<file path="src/rtl/uart_tx.sv">
// UART transmitter: one byte per valid/ready handshake, framed as start bit,
// LSB-first data, optional parity and one or two stop bits on a registered line.
module uart_tx #(
  parameter int CLKS_PER_BIT = 10,
  parameter int DATA_BITS    = 8,
  parameter int PARITY_EN    = 0,
  parameter int PARITY_ODD   = 0,
  parameter int STOP_BITS    = 1
) (
  input  logic       clk_i,
  input  logic       rst_i,
  input  logic [7:0] tx_din_i,
  input  logic       tx_start_i,
  output logic       tx_ready_o,
  output logic       tx_o,
  output logic       tx_done_tick_o,
  output logic       tx_active_o
);

  localparam int BAUD_W = $clog2(CLKS_PER_BIT);
  localparam int BIT_W  = $clog2(DATA_BITS);

  typedef enum logic [2:0] {IDLE, START, DATA, PARITY, STOP} state_t;

  state_t               state;
  logic [BAUD_W-1:0]    baud_cnt;
  logic [BIT_W-1:0]     bit_cnt;
  logic                 stop_cnt;
  logic [DATA_BITS-1:0] shreg;
  logic                 parity;

  logic baud_wrap;
  logic last_bit;
  logic last_stop;

  assign baud_wrap = (baud_cnt == BAUD_W'(CLKS_PER_BIT - 1));
  assign last_bit  = (bit_cnt == BIT_W'(DATA_BITS - 1));
  assign last_stop = (stop_cnt == 1'(STOP_BITS - 1));

  assign tx_ready_o     = (state == IDLE);
  assign tx_active_o    = (state != IDLE);
  assign tx_done_tick_o = (state == STOP) && baud_wrap && last_stop;

  // The line value is registered one cycle ahead of the state it belongs to,
  // so every transition also loads the level of the bit being entered.
  always_ff @(posedge clk_i) begin
    if (rst_i) begin
      state    <= IDLE;
      baud_cnt <= '0;
      bit_cnt  <= '0;
      stop_cnt <= 1'b0;
      tx_o     <= 1'b1;
    end else begin
      if (state != IDLE) begin
        baud_cnt <= baud_wrap ? '0 : baud_cnt + 1'b1;
      end
      case (state)
        IDLE: begin
          tx_o     <= 1'b1;
          baud_cnt <= '0;
          bit_cnt  <= '0;
          stop_cnt <= 1'b0;
          if (tx_start_i) begin
            state  <= START;
            tx_o   <= 1'b0;
            shreg  <= tx_din_i[DATA_BITS-1:0];
            parity <= 1'b0;
          end
        end
        START: begin
          if (baud_wrap) begin
            state <= DATA;
            tx_o  <= shreg[0];
          end
        end
        DATA: begin
          if (baud_wrap) begin
            shreg  <= shreg >> 1;
            parity <= parity ^ shreg[0];
            if (last_bit) begin
              bit_cnt <= '0;
              if (PARITY_EN != 0) begin
                state <= PARITY;
                tx_o  <= parity ^ shreg[0] ^ 1'(PARITY_ODD);
              end else begin
                state <= STOP;
                tx_o  <= 1'b1;
              end
            end else begin
              bit_cnt <= bit_cnt + 1'b1;
              tx_o    <= shreg[1];
            end
          end
        end
        PARITY: begin
          if (baud_wrap) begin
            state <= STOP;
            tx_o  <= 1'b1;
          end
        end
        STOP: begin
          if (baud_wrap) begin
            if (last_stop) begin
              state    <= IDLE;
              stop_cnt <= 1'b0;
            end else begin
              stop_cnt <= stop_cnt + 1'b1;
            end
          end
        end
        default: begin
          state <= IDLE;
          tx_o  <= 1'b1;
        end
      endcase
    end
  end

endmodule

</file>
<file path="config.mk">
export PLATFORM = sky130hd
export DESIGN_NAME = uart_tx
export DESIGN_NICKNAME = d
export VERILOG_FILES = /design/src/rtl/uart_tx.sv
export SDC_FILE = /design/constraint.sdc
export NUM_CORES = 1
export LEC_CHECK = 0
export CAP_MARGIN = 40
export CORE_UTILIZATION = 36
export CTS_CLUSTER_DIAMETER = 200
export DETAILED_ROUTE_END_ITERATION = 10
export PLACE_DENSITY_LB_ADDON = 0.25
export SYNTH_ARGS = -nofsm -noshare
export SYNTH_HDL_FRONTEND = slang
export SYNTH_SLANG_ARGS = --single-unit
</file>
<file path="constraint.sdc">
create_clock -name clk_i -period 6.1 [get_ports clk_i]
set_input_delay 1.22 -clock clk_i [delete_from_list [all_inputs] [get_ports clk_i]]
set_output_delay 1.22 -clock clk_i [all_outputs]
set_load 0.01 [all_outputs]
</file>
# Word-level counts from Yosys, hierarchy flattened
# Index checks and enable logic that the tools add are counted.
[totals]
out_inout_bits = 4
ff_bits = 20
word_cells = 61
in_bits = 11
[classes]
muxes = 24
n_addsub = 3
n_bitwise = 3
n_eq_ne = 13
n_reduce_logical = 12
[op_table]
columns = ["operator", "n"]
rows = [
  ["2-to-1 mux 3 bit", 9],
  ["2-to-1 mux 8 bit", 2],
  ["case mux 8 bit (2 select lines)", 1],
  ["case mux 3 bit (5 select lines)", 1],
  ["!= test 2 bit, second input constant", 7],
  ["AND reduction 4 bit", 2],
  ["2-to-1 mux 1 bit", 7],
  ["AND reduction 7 bit", 1],
  ["== test 3 x 2 -> 1 bit, second input constant", 2],
  ["== test 3 bit, second input constant", 2],
  ["case mux 3 bit (2 select lines)", 1],
  ["case mux 1 bit (5 select lines)", 1],
  ["adder 4 x 1 -> 4 bit, second input constant", 1],
  ["== test 4 bit, second input constant", 1],
  ["2-to-1 mux 4 bit", 1],
  ["AND reduction 2 bit", 2],
  ["nonzero test 2 bit", 2],
  ["adder 3 x 1 -> 3 bit, second input constant", 1],
  ["== test 3 x 1 -> 1 bit, second input constant", 1],
  ["logical NOT 3 bit", 1],
  ["NOT 1 bit", 3],
  ["nonzero test 3 bit", 1],
  ["logical AND 1 bit", 2],
  ["case mux 1 bit (2 select lines)", 1],
  ["other kinds (2)", 2],
]

# Depth between registers and ports, before layout
# Gate-level depths: netlist of the first run.
[logic_depth]
depth_word = 4
depth_mapped = 6
ltp_nobuf = 6

# Least setup slack after synthesis of the first run
# Ideal clock, no wire load.
[synth_timing]
kind = "input-to-reg"
from = "in tx_start_i"
to = "reg shreg[0] (enable)"
n_path_buf = 0
setup_slack_ns = 3.421
cell_stages = 3
t_arrival_ns = 2.284
required_ns = 5.705
path_cell_list = "nor2b_1 a21oi_1 nor4_1"
[synth_between]
elab_chain_cells = 2
[synth_lines]
columns = ["element", "line", "source"]
rows = [
  ["start: declaration", "13", "input logic tx_start_i,"],
  ["!= test 2 bit (no line)", "n/a", ""],
  ["AND reduction 4 bit (no line)", "n/a", ""],
  ["end signal: assignment", "66", "shreg <= tx_din_i[DATA_BITS-1:0];"],
  ["end signal: assignment", "78", "shreg <= shreg >> 1;"],
  ["end: declaration", "29", "logic [DATA_BITS-1:0] shreg;"],
]
# No other way between the ends.
# A chain may end at the register's enable or synchronous reset.

# Worst setup path after layout of the first run
[layout_timing]
from = "reg baud_cnt[0]"
to = "out tx_done_tick_o"
[layout_between]
elab_chain_cells = 3
[layout_lines]
columns = ["element", "line", "source"]
rows = [
  ["start: declaration", "26", "logic [BAUD_W-1:0] baud_cnt;"],
  ["start signal: assignment", "55", "baud_cnt <= baud_wrap ? '0 : baud_cnt + 1'b1;"],
  ["== test 4 bit", "36", "assign baud_wrap = (baud_cnt == BAUD_W'(CLKS_PER_BIT - 1));"],
  ["logical AND 1 bit (2 in a row)", "42", "assign tx_done_tick_o = (state == STOP) && baud_wrap && last_stop;"],
  ["end: declaration", "16", "output logic tx_done_tick_o,"],
]
# No other way between the ends.

==> reports/qor.yml, run 1 <==
initial_core_util_pct: 39.98
cts_buffers: 3
final_common_cell: "clkdlybuf4s50_1"
cp-startpoint: "baud_cnt[0]$_SDFFE_PP0N_"
io-pin-count: 15
worst-r2r-setup-slack_ps: 4470
gr-total-overflow: 0
grt_max_degree: 13
fillers: 229
post-cts-setup-buffers: 0
worst_pin_slew_ps: 349.9
cp_max_fo: 7
h-tree-depth: 1
mostFrequentLayoutCells: "clkdlybuf4s50_1, dfxtp_1, nor2_1"
core_mm2: 0.002297
required_ps: 4880
synth_mux_area_share_pct: 9.673
post_drt_wl_per_cell_um: 11.85
clock-sinks: 19
period_needed_ps: 3020
setup_viol: 0
cp-endpoint: "tx_done_tick_o"
async_flop_share_pct: 0
final_cells: 129
power_density_mw_per_mm2: 199.8
post-route-drc-count: 0
fin_skew_ps: 5.313
critPathArrivalTime_ps: 1800
seq_area_um2: 460.4
die_w_um: 52.51
tritoncts: "yes"
synth_area_per_cell_um2: 10.68
ys_types: 35
clockBufferDepth: 2
dp_hpwl_um: 1122
post_dp_cell_area_mm2: 0.001085
dp_cells: 125
syn-num-nets: 99
first_pass_iters: 2
routed-wl-met3_um: 69
die-area_mm2: 0.002757
grt_pass1_vias: 612
drv_cap: 0
netlist_area_um2: 918.4
drive_above_1_share_pct: 16.83
clk_pin_slew_ps: 100
drt-met1-wl_um: 740
r2r_start: "state[1]$_SDFFE_PP0P_"
rsz0062_at_grt: "no"
synth_top_family_by_area: "simple AND/OR/NAND/NOR gates"
synth-edff-count: 8
worstSetupPathType: "reg2out"
synthCells: 86
ys_ff_latch: 19
portBuffers: 14
num_vias: 669
endpoint_kind: "primary output"
yosys_warnings: 0
hold_viol_final: 0
highest_layer: "met4"
period_share_pct: 49.51
multi_input_area_um2: 426.7
avgViaCountPerCell: 5.186
route.met2.wl_um: 707
ys_seq_area_share_pct: 50.14
antenna_found_initial: 0
die_h_um: 52.51
antenna_cells: 0
gp_congestion: 0.7295
drv_slew: 0
cts_resized: 0
synth_xor_area_share_pct: 0.9537
status: "finished clean"
slew_headroom_pct: 76.64
fmax_mhz: 331.1
ant_nets: 0
routed_wl_um: 1529
final_cell_area_mm2: 0.001112
layout-area-overhead-vs-synth_pct: 21.12
ctsRootBufferMaster: "clkbuf_4"
track_usage_pct: 13.53
grt_first_pass_wirelength_um: 2649
hold_buffers: 0
yosys.area_share.simple_pct: 21.66
vdd_ir_drop_max_uv: 134.1
hold_class: "reg2reg"
yosys.area_share.adder_pct: 2.725
rr_worst_depth: 4
first_iter_violations: 8
start_kind: "register"
p_leak_nw: 0.3861
synth_compound_area_share_pct: 11.44
timing.rr.end: "bit_cnt[0]$_SDFFE_PP0P_"
clk_latency_ps: 290
rows: 17
fin_nets: 115
synth_ff_type: "dfxtp_1"
fin_setup_tns_ps: 0
-- through the flow --
step,hold WS [ps],worst slack [ps],power [mW],util [%]
after global placement,449.8,3433,0.1639,47.22
after global routing,496.9,2961,0.2374,48.42
after CTS,484.0,3067,0.2267,48.42
after floorplan,435.6,3421,0.1530,-
final,480.7,3080,0.2222,48.42
after detailed placement,468.1,3408,0.1644,47.22
-- final cells by class --
class                   instances  area share [%]
clock buffers                   3           2.025
clock inverters                 1          0.4499
inverters                       2          0.6749
multi-input cells              60           38.36
flip-flops and latches         19           41.39
well taps                      28           3.150
repair buffers                 16           13.95
-- worst min path at each step --
stage	endpoint	from	slack, ps	depth (start not counted)
after global routing	bit_cnt[0]$_SDFFE_PP0P_	bit_cnt[0]$_SDFFE_PP0P_	500	2
after CTS	bit_cnt[0]$_SDFFE_PP0P_	bit_cnt[0]$_SDFFE_PP0P_	480	2
final	bit_cnt[0]$_SDFFE_PP0P_	bit_cnt[0]$_SDFFE_PP0P_	480	2
after detailed placement	bit_cnt[0]$_SDFFE_PP0P_	bit_cnt[0]$_SDFFE_PP0P_	470	2
after floorplan	bit_cnt[1]$_SDFFE_PP0P_	bit_cnt[1]$_SDFFE_PP0P_	440	2
after global placement	bit_cnt[1]$_SDFFE_PP0P_	bit_cnt[1]$_SDFFE_PP0P_	450	2
-- registers in the layout, indices dropped and copies added (netlist names) --
register / cells
baud_cnt: 4
state: 3
tx_o: 1
bit_cnt: 3
shreg: 8
-- worst max-delay path, stage by stage, from the launching register on --
cell             delay, ps
dfxtp_1                470
and4bb_4               330
and3_2                 180
clkdlybuf4s50_1        530
-- Yosys cell counts, types with 2 or more instances --
cell	count	area share (%)
mux2_2	7	8.6
nor2b_1	3	2.0
nor3b_1	2	1.6
or3_1	2	1.4
a21oi_1	7	3.8
clkbuf_1	2	0.82
nand2_1	4	1.6
ha_1	2	2.7
nor2_1	10	4.1
nor3_1	3	1.6
edfxtp_1	8	26
inv_1	2	0.82
dfxtp_1	11	24
o21ai_0	2	1.1
-- power by group --
group	switching [mW]	total, mW	leakage (nW)	internal, mW
logic	0.00786	0.0217	0.205	0.0138
clock network	0.0367	0.0611	0.0177	0.0244
registers	0.00307	0.139	0.163	0.136
-- cell families (layout without fill, tap and decap cells) --
family	after synthesis	in the layout
AOI/OAI and AO/OA	16	16
and+or+nand+nor	33	33
xor gates and xnor gates	1	1
adders and majority gates	2	2
buffers and inverters	7	22
muxes	8	8
DFF	19	19
-- per-layer routing --
| layer | up-vias | GRT usage (%) |
|---|---|---|
| li1 | 349 | - |
| met1 | 306 | 16.10 |
| met2 | 12 | 21.73 |
| met3 | 2 | 6.087 |
| met4 | 0 | 3.947 |
| met5 | - | 0 |
Note: power is estimated with default switching activity, not from simulation.
==> run 2: changes to the inputs <==
==> constraint.sdc (replaced) <==
create_clock -name clk_i -period 2.85 [get_ports clk_i]
set_input_delay 0.57 -clock clk_i [delete_from_list [all_inputs] [get_ports clk_i]]
set_output_delay 0.57 -clock clk_i [all_outputs]
set_load 0.01 [all_outputs]
==> run 2 against run 1 <==
Net effect:
- clock skew fell by 2.8 ps
- flip-flop and latch count did not move
- clock power rose by 110%
- register-to-register slack got worse by 3300 ps
- setup slack got worse by 2600 ps
- cell count did not move
==> reports/qor.yml, run 2 (synthesized netlist as in run 1, its figures left out) <==
endpoint_kind: "primary output"
total_power_mw: 0.4761  # +110%
mostFrequentLayoutCells: "clkdlybuf4s50_1, dfxtp_1, nor2_1"
dp_hpwl_um: 1124  # +0.16%
clock-sinks: 19  # unchanged
power_frac_comb_pct: 9.8  # about the same
clockBufferDepth: 2  # unchanged
rsz0062_at_grt: "no"
tritoncts: "yes"
status: "finished clean"
antenna_cells: 0  # unchanged
first_pass_iters: 7  # +5
grt_max_degree: 13  # unchanged
worst_pin_slew_ps: 356.1  # +6.175 ps
cts_buffers: 3  # unchanged
grt_pass1_vias: 646  # +5.6%
antenna_found_initial: 0  # unchanged
slew_headroom_pct: 76.23  # -0.41 points
p_int_mw: 0.3737  # +110%
fin_skew_ps: 2.518  # -2.795 ps
gp_congestion: 0.7297  # about the same
post_drt_wl_per_cell_um: 12.24  # +3.3%
hold_class: "reg2reg"
clk_pin_slew_ps: 100  # about the same
clk_latency_ps: 290  # about the same
pre_cts_ws_ps: 817.0  # -2591 ps
fillers: 227  # -0.87%
fmax_mhz: 424.5
setup_viol: 0  # unchanged
worstSetupPathType: "reg2out"
die-area_mm2: 0.002757  # unchanged
final_cell_area_mm2: 0.001112  # unchanged
fin_setup_tns_ps: 0  # unchanged
cp_max_fo: 7  # unchanged
portBuffers: 14  # unchanged
period_share_pct: 82.65
track_usage_pct: 14.21  # +0.68 points
required_ps: 2280  # -2600 ps
drive_above_1_share_pct: 16.83  # unchanged
layout-area-overhead-vs-synth_pct: 21.12  # unchanged
p_leak_nw: 0.3861  # unchanged
first_iter_violations: 11  # +3
post-cts-setup-buffers: 0  # unchanged
switching_power_mw: 0.1024  # +110%
h-tree-depth: 1  # unchanged
largest_reg_flops: 8  # unchanged
ctsRootBufferMaster: "clkbuf_4"
die_w_um: 52.51  # unchanged
io-pin-count: 15  # unchanged
dp_cells: 125  # unchanged
start_kind: "register"
grt_first_pass_wirelength_um: 2780  # +4.9%
hold_buffers: 0  # unchanged
drv_slew: 0  # unchanged
cts_resized: 0  # unchanged
initial_core_util_pct: 39.98  # unchanged
reg_top3: "shreg: 8 flops, baud_cnt: 4 flops"
routed_wl_um: 1579  # +3.3%
core_mm2: 0.002297  # unchanged
p_clk_share_pct: 27.6  # about the same
vdd_ir_drop_max_uv: 228.5  # +70%
critPathArrivalTime_ps: 1790  # about the same
hold_viol_final: 0  # unchanged
sequentialPowerShare_pct: 62.7  # about the same
whs_ps: 483.1  # +2.440 ps
post-route-drc-count: 0  # unchanged
fin_nets: 115  # unchanged
num_vias: 685  # +2.4%
avgViaCountPerCell: 5.310  # +2.4%
swShare_pct: 21.52  # +0.065 points
setup_ws_ps: 494.5  # -2585 ps
power_density_mw_per_mm2: 428.0  # +110%
regMostFlops: "shreg"
period_needed_ps: 2356
gr-total-overflow: 0  # unchanged
utilization_pct: 48.42  # unchanged
rows: 17  # unchanged
final_common_cell: "clkdlybuf4s50_1"
final_cells: 129  # unchanged
die_h_um: 52.51  # unchanged
ant_nets: 0  # unchanged
drv_cap: 0  # unchanged
post_dp_cell_area_mm2: 0.001085  # unchanged
## run 2: cell counts in the layout (fill, tap and decap cells not counted)
Identical to the previous run, type by type.
## run 2: critical path, stage by stage (launching register included)
cell and delay (ps):
dfxtp_1 460, and4bb_4 330, and3_2 180, clkdlybuf4s50_1 530
## run 2: area by class of cell
class | instances | area (um2) | area share, %
Clock inverter | 1 | 5.005 | 0.4499
Multi-Input combinational cell | 60 | 426.7 | 38.36
Sequential cell | 19 | 460.4 | 41.39
Tap cell | 28 | 35.03 | 3.150
Inverter | 2 | 7.507 | 0.6749
Clock buffer | 3 | 22.52 | 2.025
Timing Repair Buffer | 16 | 155.1 | 13.95
## run 2: worst paths after layout
check                                               from                      end  slack (ps)  depth (start not counted)
worst max-delay path            baud_cnt[0]$_SDFFE_PP0N_           tx_done_tick_o         490                          3
worst min-delay path             bit_cnt[0]$_SDFFE_PP0P_  bit_cnt[0]$_SDFFE_PP0P_         480                          2
worst max register to register     state[1]$_SDFFE_PP0P_  bit_cnt[0]$_SDFFE_PP0P_        1220                          4
worst min register to register   bit_cnt[0]$_SDFFE_PP0P_  bit_cnt[0]$_SDFFE_PP0P_         480                          2
## run 2: power groups by stage
stage	Clock (mW)	Sequential, mW	Combinational (mW)
3_3_place_gp	0	0.304	0.0465
3_5_place_dp	0	0.305	0.0471
2_1_floorplan	0	0.302	0.0255
6_report	0.131	0.298	0.0465
5_1_grt	0.152	0.300	0.0518
4_1_cts	0.139	0.298	0.0473
## run 2: routing by layer
layer / share of wire (%) / vias up / routed length [um] / GRT usage [%]
met5: 0 / - / 0 / 0
met2: 47 / 15 / 735 / 23.00
met4: 0.89 / 0 / 14 / 5.263
met3: 4.5 / 2 / 71 / 5.217
met1: 48 / 323 / 758 / 17.03
li1: - / 345 / - / -
